[src/rtl/picorv32_mem_arbiter_if.sv]
// picorv32 native memory port (valid/ready handshake).
//   master modport: drives valid/instr/addr/wdata/wstrb, receives ready/rdata
//   slave  modport: receives the request, drives ready/rdata
// wstrb == 0 denotes a read.
interface picorv32_mem_arbiter_if;
  logic        valid;
  logic        instr;
  logic [31:0] addr;
  logic [31:0] wdata;
  logic [3:0]  wstrb;
  logic        ready;
  logic [31:0] rdata;

  modport master (output valid, instr, addr, wdata, wstrb, input ready, rdata);
  modport slave  (input valid, instr, addr, wdata, wstrb, output ready, rdata);
endinterface

[src/rtl/picorv32_mem_arbiter.sv]
// Two-master round-robin arbiter for one picorv32 native memory port.
//   clk, resetn : clock, synchronous active-low reset
//   m0, m1      : requesters (m0 = CPU, m1 = DMA/debug), slave side of the port
//   s           : shared downstream port to memory/console
//   grant       : one-hot registered owner, 00 while idle
//   timeout     : one-cycle pulse when the owner's transaction is force-completed
// One transaction per grant; the grant decision is registered, so s.valid rises
// one cycle after the winning master's valid and drops for at least one cycle
// between transactions.
module picorv32_mem_arbiter #(
  parameter int          TIMEOUT  = 1024,
  parameter logic [31:0] ERR_DATA = 32'hDEAD_BEEF
) (
  input  logic                          clk,
  input  logic                          resetn,
  picorv32_mem_arbiter_if.slave         m0,
  picorv32_mem_arbiter_if.slave         m1,
  picorv32_mem_arbiter_if.master        s,
  output logic [1:0]                    grant,
  output logic                          timeout
);
  // Width holds 0..TIMEOUT; keep at least one bit when the timeout is disabled.
  localparam int          CW       = (TIMEOUT > 0) ? $clog2(TIMEOUT + 1) : 1;
  localparam bit          TMO_EN   = (TIMEOUT != 0);
  localparam logic [CW-1:0] CNT_LAST = CW'(TIMEOUT - 1);
  localparam logic [CW-1:0] CNT_MAX  = '1;

  typedef enum logic [1:0] {IDLE, BUSY0, BUSY1} state_t;

  state_t        r_state;
  logic [1:0]    r_grant;
  logic          r_last;   // 0 = m0 owned last, 1 = m1 owned last
  logic [CW-1:0] r_cnt;

  logic w_busy0, w_busy1, w_ov, w_done, w_tmo, w_fin;

  assign w_busy0 = (r_state == BUSY0);
  assign w_busy1 = (r_state == BUSY1);
  // Owner's valid; s.valid follows it so a dropped request is abandoned.
  assign w_ov    = (w_busy0 & m0.valid) | (w_busy1 & m1.valid);
  // s.ready beats the timeout threshold when both land in the same cycle.
  assign w_done  = w_ov & s.ready;
  assign w_tmo   = TMO_EN & w_ov & ~s.ready & (r_cnt == CNT_LAST);
  assign w_fin   = w_done | w_tmo;

  assign s.valid = w_ov;
  assign s.instr = w_busy1 ? m1.instr : m0.instr;
  assign s.addr  = w_busy1 ? m1.addr  : m0.addr;
  assign s.wdata = w_busy1 ? m1.wdata : m0.wdata;
  assign s.wstrb = w_busy1 ? m1.wstrb : m0.wstrb;

  assign m0.ready = w_busy0 & w_fin;
  assign m1.ready = w_busy1 & w_fin;
  assign m0.rdata = (w_busy0 & w_tmo) ? ERR_DATA : s.rdata;
  assign m1.rdata = (w_busy1 & w_tmo) ? ERR_DATA : s.rdata;

  assign grant   = r_grant;
  assign timeout = w_tmo;

  always_ff @(posedge clk) begin
    if (!resetn) begin
      r_state <= IDLE;
      r_grant <= 2'b00;
      r_last  <= 1'b1;
      r_cnt   <= '0;
    end else begin
      case (r_state)
        IDLE: begin
          r_cnt <= '0;
          if (m0.valid && (!m1.valid || r_last)) begin
            r_state <= BUSY0;
            r_grant <= 2'b01;
          end else if (m1.valid) begin
            r_state <= BUSY1;
            r_grant <= 2'b10;
          end
        end
        BUSY0, BUSY1: begin
          if (!w_ov) begin
            // Owner withdrew without a response: drop it, fairness untouched.
            r_state <= IDLE;
            r_grant <= 2'b00;
          end else if (w_fin) begin
            r_state <= IDLE;
            r_grant <= 2'b00;
            r_last  <= w_busy1;
          end else if (r_cnt != CNT_MAX) begin
            r_cnt <= r_cnt + 1'b1;
          end
        end
        default: begin
          r_state <= IDLE;
          r_grant <= 2'b00;
        end
      endcase
    end
  end
endmodule

[src/flat_wrapper.sv]
// flat-port wrapper written by rule: the top's interface ports become plain ports
module picorv32_mem_arbiter_flat 
#(
  parameter int          TIMEOUT  = 1024,
  parameter logic [31:0] ERR_DATA = 32'hDEAD_BEEF
)
  (clk, resetn, grant, timeout, m0_valid, m0_instr, m0_addr, m0_wdata, m0_wstrb, m0_ready, m0_rdata, m1_valid, m1_instr, m1_addr, m1_wdata, m1_wstrb, m1_ready, m1_rdata, s_valid, s_instr, s_addr, s_wdata, s_wstrb, s_ready, s_rdata);
  picorv32_mem_arbiter_if m0_i ();
  picorv32_mem_arbiter_if m1_i ();
  picorv32_mem_arbiter_if s_i ();
  input  logic clk;
  input  logic resetn;
  output logic [1:0] grant;
  output logic timeout;
  input wire logic [$bits(m0_i.valid)-1:0] m0_valid;
  input wire logic [$bits(m0_i.instr)-1:0] m0_instr;
  input wire logic [$bits(m0_i.addr)-1:0] m0_addr;
  input wire logic [$bits(m0_i.wdata)-1:0] m0_wdata;
  input wire logic [$bits(m0_i.wstrb)-1:0] m0_wstrb;
  output wire logic [$bits(m0_i.ready)-1:0] m0_ready;
  output wire logic [$bits(m0_i.rdata)-1:0] m0_rdata;
  input wire logic [$bits(m1_i.valid)-1:0] m1_valid;
  input wire logic [$bits(m1_i.instr)-1:0] m1_instr;
  input wire logic [$bits(m1_i.addr)-1:0] m1_addr;
  input wire logic [$bits(m1_i.wdata)-1:0] m1_wdata;
  input wire logic [$bits(m1_i.wstrb)-1:0] m1_wstrb;
  output wire logic [$bits(m1_i.ready)-1:0] m1_ready;
  output wire logic [$bits(m1_i.rdata)-1:0] m1_rdata;
  output wire logic [$bits(s_i.valid)-1:0] s_valid;
  output wire logic [$bits(s_i.instr)-1:0] s_instr;
  output wire logic [$bits(s_i.addr)-1:0] s_addr;
  output wire logic [$bits(s_i.wdata)-1:0] s_wdata;
  output wire logic [$bits(s_i.wstrb)-1:0] s_wstrb;
  input wire logic [$bits(s_i.ready)-1:0] s_ready;
  input wire logic [$bits(s_i.rdata)-1:0] s_rdata;
  assign m0_i.valid = m0_valid;
  assign m0_i.instr = m0_instr;
  assign m0_i.addr = m0_addr;
  assign m0_i.wdata = m0_wdata;
  assign m0_i.wstrb = m0_wstrb;
  assign m0_ready = m0_i.ready;
  assign m0_rdata = m0_i.rdata;
  assign m1_i.valid = m1_valid;
  assign m1_i.instr = m1_instr;
  assign m1_i.addr = m1_addr;
  assign m1_i.wdata = m1_wdata;
  assign m1_i.wstrb = m1_wstrb;
  assign m1_ready = m1_i.ready;
  assign m1_rdata = m1_i.rdata;
  assign s_valid = s_i.valid;
  assign s_instr = s_i.instr;
  assign s_addr = s_i.addr;
  assign s_wdata = s_i.wdata;
  assign s_wstrb = s_i.wstrb;
  assign s_i.ready = s_ready;
  assign s_i.rdata = s_rdata;
  picorv32_mem_arbiter #(.TIMEOUT(TIMEOUT), .ERR_DATA(ERR_DATA)) u_core (.clk(clk), .resetn(resetn), .m0(m0_i), .m1(m1_i), .s(s_i), .grant(grant), .timeout(timeout));
endmodule
[config.mk]
export PLATFORM = sky130hd
export DESIGN_NAME = picorv32_mem_arbiter_flat
export DESIGN_NICKNAME = d
export VERILOG_FILES = /design/src/rtl/picorv32_mem_arbiter_if.sv /design/src/rtl/picorv32_mem_arbiter.sv /design/src/flat_wrapper.sv
export SDC_FILE = /design/constraint.sdc
export NUM_CORES = 1
export LEC_CHECK = 0
export CORE_AREA = 2 2 123 125
export DETAILED_ROUTE_END_ITERATION = 16
export DIE_AREA = 0 0 125 127
export PLACE_DENSITY_LB_ADDON = 0.1
export RECOVER_POWER = 100
export REMOVE_ABC_BUFFERS = 1
export SLEW_MARGIN = 20
export SYNTH_ARGS = -nofsm -noshare
export SYNTH_HDL_FRONTEND = slang
export SYNTH_SLANG_ARGS = --single-unit
[constraint.sdc]
create_clock -name clk -period 6.5 [get_ports clk]
set_input_delay 1.95 -clock clk [delete_from_list [all_inputs] [get_ports clk]]
set_output_delay 1.95 -clock clk [all_outputs]
set_load 0.02 [all_outputs]
==> run metrics <==
status=finished, final reports clean; final WL=between 10000 and 15000 um; Synth Cell Area=approximately 0.0022 mm2; Post-CTS Setup Repair Bufs=0; DRC violations left=0; Slew Limit Fails=0; CTS Hold Bufs=0; Worst EP arrival=4.30 ns; Final Cycle Share=about 96%; count leader, synth=mux2_2; post-synthesis async set-or-reset flop share=0%; crit path time final=roughly 6.2 ns; count of cell types in the netlist=between 40 and 50; Ports=roughly 310; fin nets=between 700 and 800; Crit. End Element=output pin; Final setup violation count=0; Die Area=approximately 0.016 mm2; Cell Pwr Density=between 100 and 150 mW/mm2; worst path cell trace=clkdlybuf4s50_1 -> a22oi_1 -> nor3_1 -> nand3_2 -> buf_4 -> and2_1 -> dlygate4sd3_1; die height=127 um; Seq cells post-synth=14; Yosys top cell area share=about 36%; initial antenna violation count=0; width of the die=approximately 130 um; VDD IR max=between 0.08 and 0.09 mV; worst slew pin tran=about 0.86 ns; slowest cell on the critical path=dlygate4sd3_1; Syn-to-layout area delta=154%; GPL Wtd Cong=roughly 0.85; post-CTS resize count=0; clock root cell=clkbuf_16; Post-synth EDFFs=0; Max-Slew Margin vs Limit=approximately 42%; CTS clk-pin slew, worst paths=0.05 ns; Vias/cell=4.26; post-route ant nets=0; critical path data required time=about 4.6 ns; Final TNS setup=0 ns; Synth warnings=0; clock sinks=14; Clock Latency Late Sink=between 0.2 and 0.25 ns; Worst setup SP type=primary input; Crit Path Max Fanout=32; drt wl/cell=a little under 20 um; largest net degree at the start of global routing=70; diodes inserted=0; DRT Pass-1 Iters=4; Avg Cell Area, Syn=between 8 and 9 um2; Remaining Overflow, GRT=0; top post-synthesis cells by area=mux2_2 36%, nand2b_1 14%, dfxtp_1 13%, and2_1 6.0%, a311oi_1 2.4%; vias in the first global route=around 3300; skew final=0.00258 ns; Leakage=around 2.1 nW; total chip power=roughly 0.0006 W; first-pass GRT wire length=just under 20000 um; Vias=between 3000 and 4000; area leader, netlist=mux2_2; Max Fclk=between 150 and 200 MHz; RSZ-0062 raised after global routing=no; largest stage delay on the critical path=0.69 ns; IO buf count=between 300 and 400; Fillers=between 1000 and 1500; Seq/Total Area, Yosys=approximately an eighth; CTS tree=done; cells after synthesis=~250; Total GRT Usage=around 16%; MaxCap Viol Count=0; Initial Utilization=15.1%; TritonCTS buffer count=3; # H-tree levels=1; Synth top cells by count=69 x mux2_2, 48 x nand2b_1, 21 x and2_1, 14 x dfxtp_1, 9 x clkbuf_1; Hold Path Class=reg2reg; hpwl dp=12500 um; CTS max path bufs=2; Core ar.=approximately 0.014 mm2; layout cells sized above 1=about 15%; 1st-iter DRT viols=82; Synth Flop Type=dfxtp_1; crit path kind=in2out; final hold vios=0; Rows=44
per-stage QoR:
stage | hold slack, ns | setup slack (ns) | area, um2 | utilization (%) | std cells
floorplan | 0.463 | 0.753 | 2060 | - | 231
global placement | 0.488 | 0.333 | 5460 | 37.8 | 731
detailed placement | 0.495 | 0.305 | 5460 | 37.8 | 731
CTS | 0.502 | 0.305 | 5550 | 38.4 | 735
global route | 0.529 | 0.0852 | 5530 | 38.3 | 735
finish | 0.500 | 0.251 | 5530 | 38.3 | 735
sequential cells by signal (all words and copies together), names as in the netlist:
signal / count
u_core.r_last: 1
u_core.r_state: 2
u_core.r_cnt: 11
cells in the final DEF, fill, tap and decap left out, types with 2 or more instances in the layout:
| cell | n |
|---|---|
| o31ai_1 | 2 |
| clkdlybuf4s50_1 | 182 |
| and4_1 | 4 |
| nand2_1 | 3 |
| inv_1 | 8 |
| dfxtp_1 | 14 |
| dlygate4sd3_1 | 131 |
| o211ai_1 | 3 |
| clkbuf_16 | 3 |
| nand2b_1 | 48 |
| nand4_1 | 3 |
| and3_1 | 3 |
| a41o_1 | 2 |
| ha_1 | 3 |
| mux2_2 | 69 |
| and2_1 | 21 |
| nand3_2 | 2 |
| a31o_2 | 2 |
| buf_4 | 3 |
| a21oi_1 | 6 |
| a31oi_1 | 2 |
| nor3_1 | 2 |
| a311oi_1 | 6 |
| o21ai_0 | 4 |
| nand3_1 | 6 |
| a41oi_1 | 3 |
layout make-up:
class                           instances  area (um2)  area share, %
Clock buffer                            4        88.8           1.61
Inverter                                8        30.0          0.543
Multi-Input combinational cell        209        1740           31.5
Sequential cell                        14         280           5.07
Tap cell                              184         230           4.17
Timing Repair Buffer                  316        3160           57.1
critical path, delay by kind of cell:
family,cells,cell delay [ns]
buf+inv,3,1.45
compound gates,1,0.43
simple gates,3,0.45
power breakdown:
part           internal, W  switching [W]
registers        0.0000874     0.00000134
clock network    0.0000933      0.0000365
logic             0.000216       0.000167
routing by layer:
layer	share of wire [%]	track usage, %	vias up
met3	8.4	5.49	12
li1	-	-	1518
met2	62	37.2	156
met4	1.6	2.88	0
met5	0	0	-
met1	27	13.0	1448
path summary, 6_finish.rpt:
path	from	slack [ns]	end	cells after the start
max	m1_valid	0.25	m1_rdata[4]	7
min	u_core.r_cnt[4]	0.50	u_core.r_cnt[4]	2
max reg2reg	u_core.r_state[0]	4.03	u_core.r_cnt[7]	6
min reg2reg	u_core.r_cnt[4]	0.50	u_core.r_cnt[4]	2
kinds of logic after synthesis:
| logic type | after synthesis | share of synthesized area (%) |
|---|---|---|
| AND/OR/NAND/NOR | 97 | 28.3 |
| multiplexers | 69 | 35.8 |
| AO/OA/AOI/OAI | 39 | 14.1 |
| buffers and inverters | 28 | 6.62 |
| flip-flops | 14 | 12.9 |
| adder cells (fa/ha/maj) | 4 | 2.30 |
No activity file was read; power rests on OpenSTA's default activity.
